--- config.mk ---
export PLATFORM = sky130hd
export DESIGN_NAME = instr_encoder
export DESIGN_NICKNAME = d
export VERILOG_FILES = /design/src/rtl/instr_encoder_pkg.sv /design/src/rtl/instr_encoder_fifo.sv /design/src/rtl/instr_encoder.sv
export SDC_FILE = /design/constraint.sdc
export NUM_CORES = 1
export LEC_CHECK = 0
export ABC_AREA = 1
export CAP_MARGIN = 20
export CORE_MARGIN = 5
export CORE_UTILIZATION = 50
export CTS_CLUSTER_DIAMETER = 120
export DETAILED_ROUTE_END_ITERATION = 10
export PLACE_DENSITY = 0.79
export SLEW_MARGIN = 40
export SYNTH_ARGS = -nofsm -noshare
export SYNTH_HDL_FRONTEND = slang
export SYNTH_SLANG_ARGS = --single-unit
--- constraint.sdc ---
create_clock -name clk -period 3 [get_ports clk]
set_input_delay 0.6 -clock clk [delete_from_list [all_inputs] [get_ports clk]]
set_output_delay 0.6 -clock clk [all_outputs]
set_load 0.005 [all_outputs]
--- src/rtl/instr_encoder_pkg.sv ---
// Shared field map for the custom ISA: format codes, bit positions, FSM states
// and the field-to-word packing function used by the instruction encoder.
package instr_encoder_pkg;

    localparam logic [1:0] FMT_R = 2'd0;
    localparam logic [1:0] FMT_M = 2'd1;
    localparam logic [1:0] FMT_B = 2'd2;
    localparam logic [1:0] FMT_J = 2'd3;

    localparam int OPC_LSB = 25;
    localparam int RD_LSB  = 20;
    localparam int RS1_LSB = 15;
    localparam int RS2_LSB = 10;

    localparam logic [1:0] ST_IDLE   = 2'd0;
    localparam logic [1:0] ST_RUN    = 2'd1;
    localparam logic [1:0] ST_DRAIN  = 2'd2;
    localparam logic [1:0] ST_FINISH = 2'd3;

    typedef struct packed {
        logic [1:0]  fmt;
        logic [6:0]  opcode;
        logic [4:0]  dst_reg;
        logic [4:0]  src_reg_1;
        logic [4:0]  src_reg_2;
        logic [14:0] mem_offset;
        logic [14:0] brn_offset;
        logic [19:0] jmp_offset;
    } instr_fields_t;

    // B and J reuse the rd slot for the high offset bits so every format keeps
    // the same rs1/rs2 positions as the decoder expects.
    function automatic logic [31:0] pack_instr(input instr_fields_t f);
        logic [31:0] w;
        w = '0;
        w[OPC_LSB +: 7] = f.opcode;
        case (f.fmt)
            FMT_R: begin
                w[RD_LSB  +: 5] = f.dst_reg;
                w[RS1_LSB +: 5] = f.src_reg_1;
                w[RS2_LSB +: 5] = f.src_reg_2;
            end
            FMT_M: begin
                w[RD_LSB  +: 5] = f.dst_reg;
                w[RS1_LSB +: 5] = f.src_reg_1;
                w[14:0]         = f.mem_offset;
            end
            FMT_B: begin
                w[RD_LSB  +: 5] = f.brn_offset[14:10];
                w[RS1_LSB +: 5] = f.src_reg_1;
                w[RS2_LSB +: 5] = f.src_reg_2;
                w[9:0]          = f.brn_offset[9:0];
            end
            FMT_J: begin
                w[RD_LSB +: 5] = f.jmp_offset[19:15];
                w[14:0]        = f.jmp_offset[14:0];
            end
            default: ;
        endcase
        return w;
    endfunction

endpackage

--- src/rtl/instr_encoder_fifo.sv ---
// Small synchronous FIFO with full/empty flags; DEPTH must be a power of two.
module sync_fifo #(
    parameter int WIDTH = 32,
    parameter int DEPTH = 4
) (
    input  logic             clk,
    input  logic             rst_n,
    input  logic             push,
    input  logic [WIDTH-1:0] wdata,
    input  logic             pop,
    output logic [WIDTH-1:0] rdata,
    output logic             full,
    output logic             empty
);
    localparam int AW = $clog2(DEPTH);

    logic [DEPTH-1:0][WIDTH-1:0] mem;
    logic [AW-1:0]               wr_ptr, rd_ptr;
    logic [AW:0]                 count;
    logic                        do_push, do_pop;

    assign full    = (count == (AW+1)'(DEPTH));
    assign empty   = (count == '0);
    assign do_push = push && !full;
    assign do_pop  = pop && !empty;
    assign rdata   = mem[rd_ptr];

    always_ff @(posedge clk) begin
        if (do_push) mem[wr_ptr] <= wdata;
    end

    always_ff @(posedge clk or negedge rst_n) begin
        if (!rst_n) begin
            wr_ptr <= '0;
            rd_ptr <= '0;
            count  <= '0;
        end else begin
            if (do_push) wr_ptr <= wr_ptr + 1'b1;
            if (do_pop)  rd_ptr <= rd_ptr + 1'b1;
            case ({do_push, do_pop})
                2'b10:   count <= count + 1'b1;
                2'b01:   count <= count - 1'b1;
                default: ;
            endcase
        end
    end

endmodule

--- src/rtl/instr_encoder.sv ---
// Program loader: packs decoded fields into ISA words and streams them into
// instruction memory at auto-incrementing addresses from a latched base.
module instr_encoder
    import instr_encoder_pkg::*;
#(
    parameter int ADDR_W     = 32,
    parameter int FIFO_DEPTH = 4
) (
    input  logic              clk,
    input  logic              rst_n,
    input  logic              start,
    input  logic [ADDR_W-1:0] base_addr,
    input  logic              in_valid,
    output logic              in_ready,
    input  logic              in_last,
    input  logic [1:0]        fmt,
    input  logic [6:0]        opcode,
    input  logic [4:0]        dst_reg,
    input  logic [4:0]        src_reg_1,
    input  logic [4:0]        src_reg_2,
    input  logic [14:0]       mem_offset,
    input  logic [14:0]       brn_offset,
    input  logic [19:0]       jmp_offset,
    output logic              imem_we,
    output logic [ADDR_W-1:0] imem_addr,
    output logic [31:0]       imem_wdata,
    input  logic              imem_ready,
    output logic              busy,
    output logic              done,
    output logic [15:0]       word_count
);
    logic [1:0]        state;
    logic [ADDR_W-1:0] addr_q;
    logic [15:0]       wc_q;
    instr_fields_t     fields;
    logic [31:0]       packed_word, head;
    logic              fifo_full, fifo_empty, accept, wr_done;

    assign fields = '{fmt: fmt, opcode: opcode, dst_reg: dst_reg, src_reg_1: src_reg_1,
                      src_reg_2: src_reg_2, mem_offset: mem_offset, brn_offset: brn_offset,
                      jmp_offset: jmp_offset};
    assign packed_word = pack_instr(fields);

    assign in_ready = (state == ST_RUN) && !fifo_full;
    assign accept   = in_valid && in_ready;
    assign imem_we  = !fifo_empty;
    assign wr_done  = imem_we && imem_ready;

    // Mask the head so the write bus reads zero when nothing is buffered.
    assign imem_wdata = fifo_empty ? 32'd0 : head;
    assign imem_addr  = addr_q;
    assign word_count = wc_q;
    assign busy       = (state != ST_IDLE);
    assign done       = (state == ST_FINISH);

    sync_fifo #(.WIDTH(32), .DEPTH(FIFO_DEPTH)) u_fifo (
        .clk   (clk),
        .rst_n (rst_n),
        .push  (accept),
        .wdata (packed_word),
        .pop   (wr_done),
        .rdata (head),
        .full  (fifo_full),
        .empty (fifo_empty)
    );

    always_ff @(posedge clk or negedge rst_n) begin
        if (!rst_n) begin
            state  <= ST_IDLE;
            addr_q <= '0;
            wc_q   <= '0;
        end else begin
            if (wr_done) begin
                addr_q <= addr_q + ADDR_W'(4);
                if (wc_q != 16'hFFFF) wc_q <= wc_q + 16'd1;
            end
            case (state)
                ST_IDLE: if (start) begin
                    state  <= ST_RUN;
                    addr_q <= base_addr;
                    wc_q   <= '0;
                end
                ST_RUN:    if (accept && in_last) state <= ST_DRAIN;
                ST_DRAIN:  if (fifo_empty) state <= ST_FINISH;
                ST_FINISH: state <= ST_IDLE;
                default:   state <= ST_IDLE;
            endcase
        end
    end

endmodule

==> results.md <==
- The run finished with clean final reports.
- The initial antenna violation count is 0.
- The mapped netlist covers ~9100 µm².
- The number of nets produced by synthesis is 1122.
- The final period demand of the worst path is 2.90 ns.
- In the routed layout, each cell is associated on average with a via count of between 5 and 6.
- After technology mapping, the gate count stands at roughly 1000.
- The class of the most critical setup path is reg2out.
- The fraction of final layout cells with drive strength greater than 1 is 0.0754.
- The port buffer count is around 200.
- The die span in y is between 100 and 150 µm.
- Clock tree synthesis selected as its root buffer the cell clkbuf_16.
- The final count of pins violating max slew is 0.
- The cell with the largest stage delay on the worst path is clkdlybuf4s50_1.
- Traced cell by cell, the critical path runs through buf_12, nor2_1, nor2_1, o21ai_0, a21oi_1, clkdlybuf4s50_1.
- The worst reg-to-reg setup slack is 0.76 ns.
- The final hold violation count was 0.
- The initial core utilization is 0.506.
- The HPWL after detailed placement is 16.6 mm.
- The portion of total power attributed to sequential cells is 0.352.
- The area of the core is 17900 µm².
- The fraction of the yosys area taken by sequential cells is 0.582.
- The average footprint of a synthesized cell is a little over 9 µm².
- The largest net degree at the start of global routing is 66.
- The fraction of power consumed by the clock network is 0.204.
- The first TritonRoute pass finished after 5 iterations.
- The net count of the finished layout is 1318.
- In this run, the number of DRC markers left after iteration 0 of detailed routing was a little under 500.
- The number of placement rows is just under 50.
- Of the post-synthesis cell area, the dominant cell type holds 0.424.
- In this run, CTS created clock tree buffers numbering 17.
- Of all nets on the critical path, the largest fanout is 65.
- The class of the worst hold path is in2async.
- The clock passes through at most 2 buffers.
- The critical path arrival is 2.30 ns.
- The number of setup violations in the final report is 0.
- Summing internal, switching and leakage power gives between 10 and 15 mW.
- The number of gates resized after CTS is 0.
- The synthesis-stage register bit count is about 190.
- The number of buffers added to fix hold violations after cts is 0.
- Setup repair after global routing left no endpoint under its margin.
- Once detail routing completed, the nets flagged for antenna violations numbered 0.
- The part of the power in combinational logic is 0.444.
- The floorplan step defined a die boundary enclosing about 21000 µm².
- Counting the fill cells in the layout gives 1435.
- Summed over all layers, the routed wires come to roughly 24 mm.
- The TritonCTS clock tree is yes.
- For this run, design rule violations remaining after detail routing come to 0.
- The worst pin sits at a relative slew slack of 0.491.
- The width of the die is approximately 140 µm.
- The number of levels in the clock H-tree is 4.
- The overall fraction of global-route tracks in use is 0.234.
- The dominant cell type by area after synthesis is edfxtp_1.
- The slew at the pin closest to its max-slew limit is around 0.76 ns.
- After clock tree synthesis, the clock-pin slew on the worst setup and hold paths is roughly 0.070 ns.
- The count of antenna diodes in the layout is 0.
- The global-route wire length before repair is approximately 38 mm.
- The number of buffers and inverters on the critical path is 2.
- The endpoint kind of the worst setup timing path is an output pin.
- After clock tree synthesis, the setup repair step added 0 buffers.
- In the final routed layout, each cell accounts on average for ~17 µm.
- By area the synthesized netlist is led by edfxtp_1 42%, dfrtp_1 16%, nor2_1 8.6%, nand2_1 6.9%, o21ai_0 4.8%.
- The peak per-stage delay on the critical path is between 0.5 and 0.6 ns.
- The reported net switching power is about 4 mW.
- The depth of the worst register-to-register path is 7.
- The nature of the critical path startpoint is a flop.
- The reg-to-reg critical path endpoint is u_fifo.mem[8]$_DFFE_PP_.
- The maximum operating frequency is roughly 340 MHz.
- The switching part of the total power is 0.376.
- The insertion delay of the later-clocked pin in the worst-skew pair is 0.43 ns.
- around 200 I/O pins were placed.
- The final cycle utilization of the critical path is 0.966.
- The routability congestion estimate is ~0.98.
- The number of distinct standard cells referenced by the synthesized netlist is 36.
- The kind of cell with the highest combined delay along the critical path is buffers and inverters.
- The reg-to-reg critical path startpoint is state[1]$_DFFE_PN0P_.
- The clock arrives with approximately 0.012 ns of skew.
- Dividing total power by cell area gives a power density of between 800 and 900 nW/µm².
- The internal portion of the total power is about 6.5 mW.
- Summed over all layers, the global routing overflow is 0.
- Max-cap violations in this run came to 0.
- Across all layers, the routed design uses 7619 vias.
- The tree built by TritonCTS fans out to 185 sinks.
- Relative to the synthesized area, the layout overhead comes to 31.6%.
- The static leakage is between 4 and 5 nW.
- Yosys printed 0 warnings.
- The cell seen most often among critical-path stages is nor2_1.
- Summed over all failing endpoints, the final setup total negative slack is 0 ns.
- The endpoint required time on the critical path is around 2.4 ns.
- The number of global-route vias before repair is between 7000 and 8000.
- The worst supply voltage drop on vdd is between 0.5 and 0.6 mV.
[flip-flops by register name, indices dropped and copies added (netlist names)]
register / flops
u_fifo.mem: 128
imem_addr: 32
word_count: 16
u_fifo.count: 3
state: 2
u_fifo.rd_ptr: 2
u_fifo.wr_ptr: 2
[power by group through the flow]
stage / Sequential (mW) / Combinational, mW / Clock, mW
after floorplan: 3.62 / 2.36 / 0
after global placement: 3.69 / 4.51 / 0
after detailed placement: 3.69 / 4.61 / 0
after CTS: 3.65 / 4.65 / 2.15
after global routing: 3.71 / 5.13 / 2.25
final: 3.65 / 4.61 / 2.11
[final cells by class]
class | count | area, µm² | area share
Sequential cell | 185 | 5270 | 0.442
Multi-Input combinational cell | 679 | 3280 | 0.275
Timing Repair Buffer | 217 | 2170 | 0.182
Clock buffer | 17 | 425 | 0.0357
Inverter | 94 | 353 | 0.0296
Tap cell | 229 | 287 | 0.0240
Clock inverter | 15 | 141 | 0.0119
[kinds of logic after synthesis]
kind of cell,count (synthesis),share of synthesized area
buffers and inverters,134,0.0590
flip-flops,185,0.582
multiplexers,2,0.00221
AND/OR/NAND/NOR,477,0.224
adder cells (fa/ha/maj),12,0.0174
XOR/XNOR,21,0.0203
AO/OA/AOI/OAI,167,0.0953
[cell usage after synthesis, drive strengths merged]
| library cell | n |
|---|---|
| buf | 12 |
| clkinv | 1 |
| a21boi | 1 |
| nor3 | 19 |
| dfrtp | 57 |
| fa | 1 |
| xor2 | 18 |
| o21ai | 91 |
| a31oi | 1 |
| ha | 11 |
| o21bai | 2 |
| nand4 | 14 |
| nand2 | 173 |
| nand3 | 56 |
| clkbuf | 28 |
| a21oi | 66 |
| nand3b | 1 |
| nor2 | 214 |
| o211ai | 6 |
| xnor2 | 3 |
| inv | 93 |
| edfxtp | 128 |
| mux2i | 2 |
[how the worst max path moves through the flow]
stage,startpoint,endpoint,cells past startpoint
6_report,u_fifo.rd_ptr[0]$_DFFE_PN0P_,imem_wdata[19],6
5_1_grt,u_fifo.rd_ptr[0]$_DFFE_PN0P_,imem_wdata[19],6
4_1_cts,u_fifo.rd_ptr[0]$_DFFE_PN0P_,imem_wdata[19],6
3_5_place_dp,imem_ready,u_fifo.count[2]$_DFFE_PN0P_,9
3_3_place_gp,fmt[1],u_fifo.mem[32]$_DFFE_PP_,4
2_1_floorplan,state[1]$_DFFE_PN0P_,u_fifo.mem[0]$_DFFE_PP_,5
[metal layers]
layer | routed length (µm) | track usage | share of wire
met1 | 9860 | 0.297 | 0.41
met2 | 12200 | 0.394 | 0.50
met3 | 1780 | 0.0565 | 0.073
met4 | 509 | 0.0830 | 0.021
met5 | 0 | 0 | 0
[stage by stage]
stage                     instance area [µm²]  cells   util  hold slack, ns  setup slack, ns
after floorplan                          9060    998      -           0.304            0.118
after global placement                  11300   1404  0.634           0.464            0.338
after detailed placement                11400   1404  0.634           0.479            0.492
after CTS                               11900   1436  0.666           0.330           0.0687
after global routing                    11900   1436  0.666           0.270          0.00528
final                                   11900   1436  0.666           0.221            0.101
[cells in the final DEF (no fill, tap or decap), types with 4 or more instances in the layout]
cell / Yosys / final
inv_6: 0 / 4
nor2_1: 207 / 202
edfxtp_1: 128 / 128
dfrtp_1: 57 / 56
o21ai_0: 86 / 86
nor3_1: 14 / 14
clkbuf_16: 0 / 17
ha_1: 11 / 11
nand3_1: 51 / 51
inv_2: 5 / 5
nand3_2: 5 / 5
o21ai_1: 5 / 5
nand2_2: 5 / 6
o211ai_1: 6 / 6
nand4_1: 14 / 14
clkdlybuf4s50_1: 0 / 194
buf_12: 0 / 4
nor2_2: 6 / 9
nand2_1: 167 / 166
xor2_1: 18 / 18
inv_1: 88 / 88
a21oi_1: 65 / 65
buf_4: 3 / 17
Power figures use the tool's default switching activity.
